$ cat src/rtl/mips_pkg.sv
// Shared types and constants for the MIPS fetch path and its control unit.
package mips_pkg;

    typedef enum logic [1:0] {
        S_IDLE  = 2'd0,
        S_FETCH = 2'd1,
        S_HOLD  = 2'd2
    } fetch_state_t;

    // Instruction field slices
    localparam int OPCODE_MSB = 31;
    localparam int OPCODE_LSB = 26;
    localparam int TARGET_MSB = 25;
    localparam int TARGET_LSB = 0;
    localparam int IMM_MSB    = 15;
    localparam int IMM_LSB    = 0;
    localparam int FUNCT_MSB  = 5;
    localparam int FUNCT_LSB  = 0;

    localparam logic [5:0] OP_RTYPE = 6'h00;
    localparam logic [5:0] OP_J     = 6'h02;
    localparam logic [5:0] OP_BEQ   = 6'h04;
    localparam logic [5:0] OP_LW    = 6'h23;
    localparam logic [5:0] OP_SW    = 6'h2B;

endpackage

$ cat src/rtl/mips_next_pc.sv
// Next-PC select for the held instruction: jump beats taken branch beats fall-through.
module mips_next_pc
    import mips_pkg::*;
(
    input  logic [31:0] pc_plus4,
    input  logic [31:0] instr,
    input  logic        branch,
    input  logic        zero,
    input  logic        jump,
    output logic [31:0] next_pc
);

    logic [15:0] imm;
    logic [25:0] target;

    assign imm    = instr[IMM_MSB:IMM_LSB];
    assign target = instr[TARGET_MSB:TARGET_LSB];

    always_comb begin
        next_pc = pc_plus4;
        if (jump) begin
            next_pc = {pc_plus4[31:28], target, 2'b00};
        end else if (branch && zero) begin
            next_pc = pc_plus4 + {{14{imm[15]}}, imm, 2'b00};
        end
    end

endmodule

$ cat src/rtl/mips_fetch_unit.sv
// Instruction fetch stage: owns the PC, fetches over req/ack and hands the word
// to decode over valid/ready, redirecting on the accept edge.
//
// state   | meaning
// S_IDLE  | just out of reset, no request yet
// S_FETCH | imem_req high at pc, waiting for imem_ack
// S_HOLD  | instruction held and valid, waiting for instr_ready
module mips_fetch_unit
    import mips_pkg::*;
#(
    parameter logic [31:0] RESET_PC = 32'h0000_0000
) (
    input  logic        clk,
    input  logic        rst_n,
    output logic        imem_req,
    output logic [31:0] imem_addr,
    input  logic        imem_ack,
    input  logic [31:0] imem_rdata,
    output logic        instr_valid,
    input  logic        instr_ready,
    output logic [31:0] instr,
    output logic [5:0]  opcode,
    output logic [5:0]  funct,
    output logic [15:0] imm,
    output logic [31:0] pc_plus4,
    input  logic        branch,
    input  logic        zero,
    input  logic        jump,
    output logic [31:0] retired
);

    fetch_state_t state_q;
    logic [31:0]  pc_q;
    logic [31:0]  instr_q;
    logic [31:0]  retired_q;
    logic         req_q;
    logic         valid_q;
    logic [31:0]  next_pc_d;

    mips_next_pc u_next_pc (
        .pc_plus4 (pc_plus4),
        .instr    (instr_q),
        .branch   (branch),
        .zero     (zero),
        .jump     (jump),
        .next_pc  (next_pc_d)
    );

    // req/valid are registered alongside the state so the handshakes are glitch-free
    always_ff @(posedge clk or negedge rst_n) begin
        if (!rst_n) begin
            state_q   <= S_IDLE;
            pc_q      <= RESET_PC;
            instr_q   <= 32'h0;
            retired_q <= 32'h0;
            req_q     <= 1'b0;
            valid_q   <= 1'b0;
        end else begin
            case (state_q)
                S_IDLE: begin
                    state_q <= S_FETCH;
                    req_q   <= 1'b1;
                end
                S_FETCH: begin
                    if (imem_ack) begin
                        instr_q <= imem_rdata;
                        state_q <= S_HOLD;
                        req_q   <= 1'b0;
                        valid_q <= 1'b1;
                    end
                end
                S_HOLD: begin
                    if (instr_ready) begin
                        pc_q      <= next_pc_d;
                        retired_q <= retired_q + 32'd1;
                        state_q   <= S_FETCH;
                        req_q     <= 1'b1;
                        valid_q   <= 1'b0;
                    end
                end
                default: begin
                    state_q <= S_IDLE;
                    req_q   <= 1'b0;
                    valid_q <= 1'b0;
                end
            endcase
        end
    end

    assign imem_req    = req_q;
    assign imem_addr   = pc_q;
    assign instr_valid = valid_q;
    assign instr       = instr_q;
    assign opcode      = instr_q[OPCODE_MSB:OPCODE_LSB];
    assign funct       = instr_q[FUNCT_MSB:FUNCT_LSB];
    assign imm         = instr_q[IMM_MSB:IMM_LSB];
    assign pc_plus4    = pc_q + 32'd4;
    assign retired     = retired_q;

endmodule
$ cat config.mk
export PLATFORM = sky130hd
export DESIGN_NAME = mips_fetch_unit
export DESIGN_NICKNAME = d
export VERILOG_FILES = /design/src/rtl/mips_pkg.sv /design/src/rtl/mips_next_pc.sv /design/src/rtl/mips_fetch_unit.sv
export SDC_FILE = /design/constraint.sdc
export NUM_CORES = 1
export LEC_CHECK = 0
export CAP_MARGIN = 20
export CORE_AREA = 2 2 131 133
export CTS_CLUSTER_SIZE = 20
export DETAILED_ROUTE_END_ITERATION = 6
export DIE_AREA = 0 0 133 135
export PLACE_DENSITY = 0.72
export SETUP_SLACK_MARGIN = 0.1
export SYNTH_ARGS = -nofsm -noshare
export SYNTH_HDL_FRONTEND = slang
export SYNTH_HIERARCHICAL = 1
export SYNTH_SLANG_ARGS = --single-unit
export TNS_END_PERCENT = 20
$ cat constraint.sdc
create_clock -name clk -period 5.1 [get_ports clk]
set_input_delay 0.51 -clock clk [delete_from_list [all_inputs] [get_ports clk]]
set_output_delay 0.51 -clock clk [all_outputs]
set_load 0.03 [all_outputs]
==> flow_summary.yaml <==
worst_setup_path:
  cp_data_required_time_ns: 5.34
  critPathMaxFanout: 7
  critical_path_class: "register to register"
  worstSetupEndpointType: "register"
  worst_setup_path_start_kind: "register"
  rrSetupSlack_ns: 1.03
  arrival_ns: 4.31
power:
  p_leak_uw: 0.00393
  ir_drop_v: 0.000514
  power_density_nw_per_um2: 760
timing:
  slew_violations: 0
  slew_headroom_pct: 47.2
  clock.fmax_mhz: 246
  whs_ns: 0.163
  rsz0062_at_grt: "no"
  fin_tns_setup_ns: 0
  skew_ns: 0.00759
  layout_setup_ws_ns: 1.03
  setup_violations: 0
  hold_viol: 0
  fin_crit_sh_pct: 79.8
  worst-slew-pin-transition_ns: 0.792
  period_needed_ns: 4.07
finish:
  multi_input_area_um2: 4100
  drive_above_1_share_pct: 14.1
  areaGrowthSynthToFinish_pct: 31.3
  regArea_um2: 2480
  fin_area_um2: 9210
  layout_common_cells: "clkdlybuf4s50_1 (194), dfrtp_1 (99), nand2_1 (70)"
  final_util_pct: 56.1
  fin_nets: 936
  fillers: 1433
  final_common_cell: "clkdlybuf4s50_1"
yosys:
  ys_top_cells_by_area: "dfrtp_1 (35%), mux2_2 (11%), xnor2_1 (7.9%), ha_1 (5.5%), nand2_1 (3.7%)"
  syn_inst: 709
  netlist.area_leader.share_pct: 35.3
  seq_area_frac_synth_pct: 35.3
  avgSynthCellArea_um2: 9.89
  synth_edf_count: 0
  yosysTopAreaCell: "dfrtp_1"
  synth_cell_types: 63
  synth_seq_cells: 99
  syn-num-nets: 780
  syn_area_um2: 7010
  synthFlopType: "dfrtp_1"
  ys_warn_count: 6
  synthArstFlopShare_pct: 100
die:
  core_um2: 16400
  rows: 47
  io_pins: 197
  dieArea_um2: 18000
  fp.dieH_um: 135
  die_w_um: 133
  initial_core_util_pct: 42.7
outcome:
  status: "completed"
global_routing:
  grt_max_degree: 54
  overflow: 0
  grt_usage_pct: 21.8
  grt_pass1_wl_mm: 30.8
  antenna_found_initial: 1
  grt_pass1_vias: 5770
drt:
  drc_errors: 0
  wire_per_inst_um: 17.8
  viasPerCell: 5.40
  drtPass1Iterations: 4
  antenna_left: 0
  dr.first_iter.drc_count: 313
  vias: 5890
  drt_wl_total_mm: 19.4
clock_network:
  numClockSinks: 99
  cts_buffers: 9
  root_buffer: "clkbuf_16"
  htreeDepth: 3
  post-cts-setup-buffers: 0
  post_cts_resized: 0
  cts.clk_slew.worst_paths_ns: 0.08
  cts_max_path_buffers: 2
  cts_tree: "yes"
  hold_buffers: 0
  insertion_delay_ns: 0.36
placed_design:
  placed_cell_area_um2: 8880
  place_ws_ns: 1.04
  routabilityCongestion: 0.884
  port_buffers: 196
  hpwl_mm: 14.6
hold_path:
  hp-class: "input pin to async pin"
flow_run:
  drv_cap: 0
Yosys cell counts, types with 5 or more instances:
master	instances
buf_4	34
nor2_1	38
xor2_1	22
a31oi_1	7
a21o_1	15
xnor2_1	63
a21oi_1	39
mux2i_1	10
ha_1	31
a21o_2	6
mux2_2	68
and3_1	10
o21ai_0	35
clkbuf_1	7
nand3_1	25
inv_1	11
and4_1	5
buf_2	7
nor3_1	5
nand4_1	27
nand2_1	70
dfrtp_1	99
final cells by class:
type,instances,share of cell area (%)
tap,220,2.99
multi-input combinational,544,44.5
sequential,99,26.9
antenna,1,0.0272
clock inverter,7,1.09
timing repair buffer,200,21.6
inverter,11,0.449
clock buffer,9,2.45
kinds of logic (layout without fill, tap and decap cells):
kind of cell             Yosys count  in the layout  share of synthesized area, %
AO/OA/AOI/OAI                    139            139                          13.1
buffers and inverters             66            227                          6.19
adder cells (fa/ha/maj)           32             32                          5.82
flip-flops                        99             99                          35.3
multiplexers                      78             78                          12.4
AND/OR/NAND/NOR                  210            210                          16.6
other                              0              1                             0
XOR/XNOR                          85             85                          10.6
critical path: stages (launching register included):
cell     delay [ns]
dfrtp_1        0.44
ha_1           0.21
nand3_1        0.32
nor3_2         0.44
nand3_1        0.15
xnor2_1        0.36
ha_1           0.40
a21o_1         0.21
a21o_2         0.21
a21o_2         0.22
a31oi_1        0.20
o21ai_0        0.10
a31oi_1        0.21
xnor2_1        0.15
o21ai_1        0.07
mux2_2         0.26
where the power goes:
group          internal (uW)  switching (uW)  total (uW)
combinational           2050            2740        4790
clock                    398             352         751
sequential              1050             412        1460
registers in the layout (all words and copies together), names as in the netlist:
register / cells
imem_addr: 32
instr: 32
instr_valid: 1
retired: 32
state_q: 2
layer usage:
layer  vias up  track usage [%]  wire length [um]
met5         -                0                 0
met2       172             37.0              9450
li1       2848                -                 -
met3        30             4.05              1060
met4         0             8.66               513
met1      2840             27.4              8400
worst paths after layout:
check | startpoint | to | cells past startpoint
setup / recovery | imem_addr[2] | imem_addr[29] | 15
max in group asynchronous | rst_n | imem_addr[20] | 2
hold / removal | rst_n | imem_addr[8] | 1
min in group clk | retired[31] | retired[31] | 1
setup reg to reg | imem_addr[2] | imem_addr[29] | 15
hold reg to reg | retired[31] | retired[31] | 1
per-stage QoR:
step / cells / total power [uW]
after floorplan: 709 / 4830
after global placement: 1074 / 6230
after detailed placement: 1074 / 6230
after CTS: 1090 / 7010
after global routing: 1091 / 7450
final: 1091 / 7000
(Power assumes the default switching activity.)
